$ cat src/rtl/mult_pkg.sv
// Shared types and helpers for the parametrised shift-add multiplier.
package mult_pkg;

  typedef enum logic [1:0] {
    IDLE   = 2'd0,
    LOAD_B = 2'd1,
    CALC   = 2'd2,
    DONE   = 2'd3
  } state_t;

  localparam int unsigned MAX_W = 64;

  function automatic int unsigned cnt_w(input int unsigned width);
    return $clog2(width);
  endfunction

  // Two's complement negation at the widest supported width; callers truncate.
  function automatic logic [MAX_W-1:0] neg2(input logic [MAX_W-1:0] x);
    return ~x + MAX_W'(1);
  endfunction

  // Magnitude of a sign-extended value; the most-negative operand maps to 2^(W-1).
  function automatic logic [MAX_W-1:0] abs_val(input logic [MAX_W-1:0] x);
    return x[MAX_W-1] ? neg2(x) : x;
  endfunction

endpackage

$ cat src/rtl/multiplier_seq_param_if.sv
// Operand/result bus of the sequential multiplier.
interface multiplier_seq_param_if #(
  parameter int unsigned WIDTH = 4
);
  logic                 start;
  logic                 mode_signed;
  logic [WIDTH-1:0]     data_in;
  logic [2*WIDTH-1:0]   result;
  logic                 done;
  logic                 busy;

  modport master (
    output start, mode_signed, data_in,
    input  result, done, busy
  );

  modport slave (
    input  start, mode_signed, data_in,
    output result, done, busy
  );
endinterface

$ cat src/rtl/mult_shift_add_core.sv
// Radix-2 shift-add datapath: accumulator, operand shift registers and step counter.
module mult_shift_add_core
  import mult_pkg::*;
#(
  parameter int unsigned WIDTH = 4
) (
  input  logic                 clock,
  input  logic                 reset,
  input  logic                 load,
  input  logic                 step,
  input  logic                 finish,
  input  logic [WIDTH-1:0]     mcand_in,
  input  logic [WIDTH-1:0]     mplier_in,
  output logic [2*WIDTH-1:0]   sum_c,
  output logic                 last_c
);

  localparam int unsigned PW = 2 * WIDTH;
  localparam int unsigned CW = cnt_w(WIDTH);

  logic [PW-1:0]    acc;
  logic [PW-1:0]    mcand;
  logic [WIDTH-1:0] mplier;
  logic [CW-1:0]    count;

  // Accumulator value after the current step, so the final sum is visible on the last edge.
  assign sum_c  = acc + (mplier[0] ? mcand : '0);
  assign last_c = (count == CW'(WIDTH - 1));

  always_ff @(posedge clock) begin
    if (!reset || finish) begin
      acc    <= '0;
      mcand  <= '0;
      mplier <= '0;
      count  <= '0;
    end else if (load) begin
      acc    <= '0;
      mcand  <= PW'(mcand_in);
      mplier <= mplier_in;
      count  <= '0;
    end else if (step) begin
      acc    <= sum_c;
      mcand  <= mcand << 1;
      mplier <= mplier >> 1;
      count  <= count + CW'(1);
    end
  end

endmodule

$ cat src/rtl/multiplier_seq_param.sv
// Sequential WIDTH x WIDTH multiplier with serial operand load and optional signed mode.
module multiplier_seq_param
  import mult_pkg::*;
#(
  parameter int unsigned WIDTH     = 4,
  parameter bit          SIGNED_EN = 1'b1
) (
  input  logic                  clock,
  input  logic                  reset,
  multiplier_seq_param_if.slave bus
);

  localparam int unsigned PW = 2 * WIDTH;

  state_t           state;
  logic [WIDTH-1:0] a_reg;
  logic             sgn_reg;
  logic             neg_reg;
  logic [PW-1:0]    result_reg;
  logic             done_reg;

  logic             load;
  logic             step;
  logic             finish;
  logic             last_c;
  logic [WIDTH-1:0] mcand_in;
  logic [WIDTH-1:0] mplier_in;
  logic [PW-1:0]    sum_c;
  logic [PW-1:0]    prod_c;

  assign load   = (state == LOAD_B);
  assign step   = (state == CALC);
  assign finish = (state == DONE);

  // Signed operands enter the core as magnitudes; the sign is reapplied at the end.
  always_comb begin
    mcand_in  = a_reg;
    mplier_in = bus.data_in;
    if (sgn_reg) begin
      mcand_in  = WIDTH'(abs_val(MAX_W'(signed'(a_reg))));
      mplier_in = WIDTH'(abs_val(MAX_W'(signed'(bus.data_in))));
    end
  end

  assign prod_c = neg_reg ? PW'(neg2(MAX_W'(sum_c))) : sum_c;

  mult_shift_add_core #(
    .WIDTH (WIDTH)
  ) u_core (
    .clock     (clock),
    .reset     (reset),
    .load      (load),
    .step      (step),
    .finish    (finish),
    .mcand_in  (mcand_in),
    .mplier_in (mplier_in),
    .sum_c     (sum_c),
    .last_c    (last_c)
  );

  always_ff @(posedge clock) begin
    if (!reset) begin
      state      <= IDLE;
      a_reg      <= '0;
      sgn_reg    <= 1'b0;
      neg_reg    <= 1'b0;
      result_reg <= '0;
      done_reg   <= 1'b0;
    end else begin
      done_reg <= 1'b0;
      case (state)
        IDLE: begin
          if (bus.start) begin
            a_reg   <= bus.data_in;
            sgn_reg <= SIGNED_EN & bus.mode_signed;
            state   <= LOAD_B;
          end
        end
        LOAD_B: begin
          neg_reg <= sgn_reg & (a_reg[WIDTH-1] ^ bus.data_in[WIDTH-1]);
          state   <= CALC;
        end
        CALC: begin
          if (last_c) begin
            result_reg <= prod_c;
            done_reg   <= 1'b1;
            state      <= DONE;
          end
        end
        DONE: begin
          a_reg   <= '0;
          sgn_reg <= 1'b0;
          neg_reg <= 1'b0;
          state   <= IDLE;
        end
        default: state <= IDLE;
      endcase
    end
  end

  assign bus.result = result_reg;
  assign bus.done   = done_reg;
  assign bus.busy   = (state != IDLE);

endmodule

$ cat src/flat_wrapper.sv
// flat-port wrapper written by rule: the top's interface ports become plain ports
module multiplier_seq_param_flat import mult_pkg::*;
#(
  parameter int unsigned WIDTH     = 4,
  parameter bit          SIGNED_EN = 1'b1
)
  (clock, reset, bus_start, bus_mode_signed, bus_data_in, bus_result, bus_done, bus_busy);
  multiplier_seq_param_if #(.WIDTH(WIDTH)) bus_i ();
  input  logic clock;
  input  logic reset;
  input wire logic [$bits(bus_i.start)-1:0] bus_start;
  input wire logic [$bits(bus_i.mode_signed)-1:0] bus_mode_signed;
  input wire logic [$bits(bus_i.data_in)-1:0] bus_data_in;
  output wire logic [$bits(bus_i.result)-1:0] bus_result;
  output wire logic [$bits(bus_i.done)-1:0] bus_done;
  output wire logic [$bits(bus_i.busy)-1:0] bus_busy;
  assign bus_i.start = bus_start;
  assign bus_i.mode_signed = bus_mode_signed;
  assign bus_i.data_in = bus_data_in;
  assign bus_result = bus_i.result;
  assign bus_done = bus_i.done;
  assign bus_busy = bus_i.busy;
  multiplier_seq_param #(.WIDTH(WIDTH), .SIGNED_EN(SIGNED_EN)) u_core (.clock(clock), .reset(reset), .bus(bus_i));
endmodule
$ cat config.mk
export PLATFORM = sky130hd
export DESIGN_NAME = multiplier_seq_param_flat
export DESIGN_NICKNAME = d
export VERILOG_FILES = /design/src/rtl/mult_pkg.sv /design/src/rtl/multiplier_seq_param_if.sv /design/src/rtl/mult_shift_add_core.sv /design/src/rtl/multiplier_seq_param.sv /design/src/flat_wrapper.sv
export SDC_FILE = /design/constraint.sdc
export NUM_CORES = 1
export LEC_CHECK = 0
export ABC_AREA = 1
export BUFFER_PORTS_ARGS = -buffer_cell sky130_fd_sc_hd__buf_2
export CORE_MARGIN = 2
export CORE_UTILIZATION = 50
export CTS_CLUSTER_SIZE = 10
export DETAILED_ROUTE_END_ITERATION = 8
export HOLD_SLACK_MARGIN = 0.1
export PLACE_DENSITY = 0.81
export RECOVER_POWER = 50
export SLEW_MARGIN = 20
export SYNTH_ARGS = -nofsm -noshare
export SYNTH_HDL_FRONTEND = slang
export SYNTH_SLANG_ARGS = --single-unit
export TNS_END_PERCENT = 5
$ cat constraint.sdc
create_clock -name clock -period 2.1 [get_ports clock]
set_input_delay 0.105 -clock clock [delete_from_list [all_inputs] [get_ports clock]]
set_output_delay 0.105 -clock clock [all_outputs]
set_load 0.01 [all_outputs]
; Yosys cells after proc, flatten, opt, wreduce, memory -nomap -nowiden
; Index checks and enable logic that the tools add are counted.
[classes]
n_eq_ne = 6
reduce_logical = 12
n_bitwise = 5
muxes = 19
add_sub_neg = 5
[op_table]
columns = cell, n
row1 = 4-bit 2-to-1 mux, 9
row2 = 8-bit 2-to-1 mux, 2
row3 = 4-bit by 1-bit adder with 4-bit output (second input constant), 2
row4 = 8-bit by 1-bit adder with 8-bit output (second input constant), 1
row5 = 8-bit adder, 1
row6 = 4-bit inverter, 2
row7 = 8-bit inverter, 1
row8 = 2-bit case mux with 4 select lines, 1
row9 = 4-bit case mux with 2 select lines, 1
row10 = 2-bit AND reduction, 4
row11 = 2-bit nonzero test, 4
row12 = 2-bit == test (second input constant), 3
row13 = 2-bit 2-to-1 mux, 2
row14 = 2-bit != test (second input constant), 2
row15 = 1-bit case mux with 2 select lines, 2
row16 = 2-bit by 1-bit adder with 2-bit output (second input constant), 1
row17 = 2-bit by 1-bit == test with 1-bit output (second input constant), 1
row18 = 2-bit logical NOT, 1
row19 = 1-bit 2-to-1 mux, 2
row20 = 2-bit OR reduction, 1
row21 = 1-bit AND, 1
row22 = 1-bit logical NOT, 1
row23 = 1-bit logical OR, 1
row24 = 1-bit XOR, 1
[totals]
out_inout_bits = 10
ff_bits = 39

; Longest topological paths before layout
[logic_depth]
depth_word = 5
mapped_depth = 18

; By module
; A second synthesis with hierarchy kept.
[hier_totals]
hier_cells = 336
hier_area_um2 = 2358.5
[by_module_without_submodules]
columns = mod, area_each_um2, cells_each, seq_area_each_um2, n_inst
row1 = mult_shift_add_core, 1331.3, 190, 440.4, 1
row2 = multiplier_seq_param, 1027.2, 146, 340.3, 1

; Worst setup path before layout
; OpenSTA, ideal clock, no wires.
[synth_timing]
path_kind = reg2reg
start = register u_core.u_core.mplier[0]
end = register u_core.result_reg[7], in the netlist u_core.bus.result[7]
period_less_slack_ns = 2.077
stages_incl_launch_ff = 16
path_slack_ns = 0.023
arrival_ns = 1.960
path_buffers = 1
required_time_ns = 1.983
path_cell_list = dfxtp_1 -> buf_6 -> nand2_1 -> inv_1 -> ha_1 -> inv_1 -> fa_1 -> nand2_1 -> a21oi_1 -> nand3_1 -> nor2_4 -> nand3_2 -> nand3_1 -> nand2_1 -> nor2_1 -> nor2_1
[synth_between]
elab_chain_cells = 5
[synth_lines]
columns = item, line_no
row1 = from (decl), mult_shift_add_core.sv:23  ; logic [WIDTH-1:0] mplier;
row2 = from (signal assigned), mult_shift_add_core.sv:39  ; mplier <= mplier_in;
row3 = from (signal assigned), mult_shift_add_core.sv:44  ; mplier <= mplier >> 1;
row4 = 8-bit 2-to-1 mux (*), mult_shift_add_core.sv:27  ; assign sum_c = acc + (mplier[0] ? mcand : '0);
row5 = 8-bit adder (*), mult_shift_add_core.sv:27
row6 = 8-bit inverter, mult_pkg.sv:19  ; return ~x + MAX_W'(1);
row7 = 8-bit by 1-bit adder with 8-bit output, mult_pkg.sv:19
row8 = 8-bit 2-to-1 mux (*), multiplier_seq_param.sv:45  ; assign prod_c = neg_reg ? PW'(neg2(MAX_W'(sum_c))) : sum_c;
row9 = to (signal assigned), multiplier_seq_param.sv:85  ; result_reg <= prod_c;
row10 = to (decl), multiplier_seq_param.sv:19  ; logic [PW-1:0] result_reg;
; Mark *: on every way between the ends. The rest lies on a longest branch, timed or not.
; A chain may end at the register's enable or synchronous reset.

; Worst setup path after layout
[layout_timing]
start = register u_core.u_core.mcand[0]
end = register u_core.result_reg[5], in the netlist u_core.bus.result[5]
[layout_between]
elab_chain_cells = 5
[layout_lines]
columns = item, line_no
row1 = from (decl), mult_shift_add_core.sv:22  ; logic [PW-1:0] mcand;
row2 = from (signal assigned), mult_shift_add_core.sv:38  ; mcand <= PW'(mcand_in);
row3 = from (signal assigned), mult_shift_add_core.sv:43  ; mcand <= mcand << 1;
row4 = 8-bit 2-to-1 mux (*), mult_shift_add_core.sv:27
row5 = 8-bit adder (*), mult_shift_add_core.sv:27
row6 = 8-bit inverter, mult_pkg.sv:19
row7 = 8-bit by 1-bit adder with 8-bit output, mult_pkg.sv:19
row8 = 8-bit 2-to-1 mux (*), multiplier_seq_param.sv:45
; Marked as above.

==> results.md <==
- DR iter-0 viols: 89
- Layout cells sized above 1: 15.9%
- Hold Crit Class: primary input to flop
- Ant. Diodes: 0
- Arrival time of the worst setup path: 2.31 ns
- Post-synthesis sequential area ratio: 34.9%
- Minimum clock period: 2.13 ns
- Cts bufs inserted: 5
- Routed len/inst: 12.4 um
- Critical Path End Type: flop
- Final WL: 4950 um
- Die height: 70.9 um
- Worst path required time: 2.28 ns
- Worst-path clk slew: 0.08 ns
- Peak VDD IR: 0.000529 V
- Slew Limit Headroom: 67.7%
- YS warnings: 0
- Setup_tns: -0.0473 ns
- P&R area growth vs syn: 16.3%
- Syn Nets: 342
- Area after DPL: 0.00239 mm^2
- Clk buf depth: 2
- Failing checks: negative setup slack
- Area occupied by multi-input gates: 0.00130 mm^2
- First-pass GRT wire length: 7980 um
- Die W: 70.9 um
- Avg Inst Size Synth: 7.04 um^2
- Overall routing resource usage: 19.4%
- CP Max Fanout: 4
- Final Cycle Share: 101%
- Clk root buf: clkbuf_8
- Final instance area: 0.00260 mm^2
- Final core utilization: 60.2%
- Die area: 0.00503 mm^2
- Post-route DRC violation count: 0
- Seq cells post-synth: 39
- Max-cap violations: 0
- Core area: 0.00432 mm^2
- Largest net degree at the start of global routing: 18
- Ports: 18
- Crit start category: flop
- Fin nets: 369
- Tightest Pin Transition: 0.483 ns
- Critical path type: flop to flop
- Clk_skew: 0.00778 ns
- Post-route ant nets: 0
- Cell count after synthesis: 318
- Fmax: 0.469 GHz
- DRT Pass-1 Iters: 5
- Port buffer count: 17
- Worst-Skew Late Latency: 0.29 ns
- Filler Cells Inserted: 389
- Overflow after GRT: 0
- Starting Density: 51.8%
- CTS sink cnt: 39
- Slew Viols, Final: 0
- CTS tree: yes
- Rows: 24
- Final GP Congestion: 0.877
- RSZ-0062 raised after global routing: yes
- Sequential cell area: 783 um^2
- Static leakage: 0.00124 uW
- Initial antenna violation count: 0
- Final setup violation count: 2
- Via count: 2056
- Count of cell types in the netlist: 32
- PnR worst setup slack: -0.0306 ns
- # H-tree levels: 2
- Vias/cell: 5.17
- Post-Syn Area: 0.00224 mm^2
- Power Density: 1060 mW/mm^2
- Fin. Hold Viols: 0
- Placed wire-length estimate: 3500 um
- Vias in the first global route: 1921
- Final hold slack: 0.139 ns
- Status: finished, violations left
[path summary, 6_finish.rpt]
kind,start,endpoint,slack [ns],cells past startpoint
setup / recovery,u_core.u_core.mcand[0],u_core.bus.result[5],-0.03,13
hold / removal,reset,u_core.bus.result[2],0.14,3
hold reg to reg,u_core.u_core.mplier[2],u_core.u_core.mplier[2],0.47,2
setup reg to reg,u_core.u_core.mcand[0],u_core.bus.result[5],-0.03,13
[metal layers]
layer | track usage, % | share of wire [%]
met1 | 23.2 | 45
met2 | 34.3 | 50
met3 | 5.41 | 3.9
met4 | 5.24 | 0.99
met5 | 0 | 0
[final cells by class]
class | count | share of cell area, %
Clock buffer | 7 | 2.93
Tap cell | 52 | 2.50
Sequential cell | 39 | 30.1
Multi-Input combinational cell | 217 | 50.1
Timing Repair Buffer | 29 | 6.54
Clock inverter | 1 | 0.192
Inverter | 53 | 7.64
[logic make-up after synthesis]
| group | share of synthesized area, % |
|---|---|
| flip-flops | 34.9 |
| XOR/XNOR | 1.57 |
| AO/OA/AOI/OAI | 18.3 |
| buffers and inverters | 11.2 |
| adder cells (fa/ha/maj) | 9.28 |
| AND/OR/NAND/NOR | 24.7 |
[power by group]
part	total (uW)	internal, uW	switching (uW)
registers	1010	888	122
clock network	487	233	254
logic	1270	496	773
[metrics by stage]
stage          setup WS, ns  total power, uW  cells
2_1_floorplan        0.0227             1890    318
3_3_place_gp         0.0649             2120    385
3_5_place_dp        -0.0897             2150    385
4_1_cts             -0.0448             2660    396
5_1_grt              -0.162             2980    398
6_report            -0.0306             2770    398
[what timing repair did]
item | in CTS | in global routing
gates resized for setup | 4 | 19
endpoints found under the setup margin | 1 | 7
endpoints found under the hold margin | 3 | 0
buffers inserted | 0 | 2
hold buffers | 3 | 0
pin swaps | 0 | 9
[worst max-delay path, stage by stage, from the launching register on]
cell and delay (ns):
dfxtp_2 0.34, nand2_2 0.06, inv_2 0.06, ha_4 0.13, inv_2 0.04, fa_2 0.60, nand2_2 0.06, a21oi_2 0.14
nand3_2 0.10, nor2_4 0.13, buf_4 0.12, nor2_2 0.03, xor2_1 0.15, a21oi_1 0.08
[Yosys cell counts]
cell type	n	area, um^2
nand3_1	12	60.1
a221oi_1	1	8.76
o221ai_1	3	26.3
nand3b_1	3	22.5
a21oi_1	29	145
a21oi_2	1	8.76
o211ai_1	8	60.1
nand4_1	2	12.5
dfxtp_1	39	781
buf_6	1	11.3
nand2_1	76	285
buf_2	3	15.0
and2_4	1	8.76
nand3_2	1	10.0
buf_4	2	15.0
o2111ai_1	1	8.76
o21ai_0	23	115
xnor2_1	1	8.76
clkbuf_1	3	11.3
nand2_2	3	18.8
and2_1	1	6.26
xor2_1	3	26.3
ha_1	15	188
inv_2	3	11.3
inv_1	50	188
o22ai_1	1	6.26
a211oi_1	3	22.5
nor2_4	3	33.8
o21ai_2	1	8.76
fa_1	1	20.0
nor2_1	20	75.1
nor3_1	4	20.0
[cells in the final DEF, fill, tap and decap left out, types with 2 or more instances in the layout]
| cell type | instances |
|---|---|
| nand2_1 | 72 |
| inv_1 | 49 |
| dfxtp_1 | 37 |
| a21oi_1 | 27 |
| o21ai_0 | 23 |
| nor2_1 | 20 |
| clkbuf_1 | 12 |
| ha_1 | 10 |
| nand3_1 | 9 |
| buf_4 | 9 |
| o211ai_1 | 8 |
| nand2_2 | 7 |
| buf_2 | 7 |
| ha_4 | 5 |
| clkbuf_8 | 5 |
| inv_2 | 4 |
| nor3_1 | 4 |
| nand3_2 | 4 |
| o221ai_1 | 3 |
| nand3b_1 | 3 |
| a21oi_2 | 3 |
| a211oi_1 | 3 |
| dlygate4sd3_1 | 3 |
| nor2_2 | 2 |
| and2_4 | 2 |
| xor2_1 | 2 |
| nand4_1 | 2 |
| dfxtp_2 | 2 |
Power figures use the tool's default switching activity.
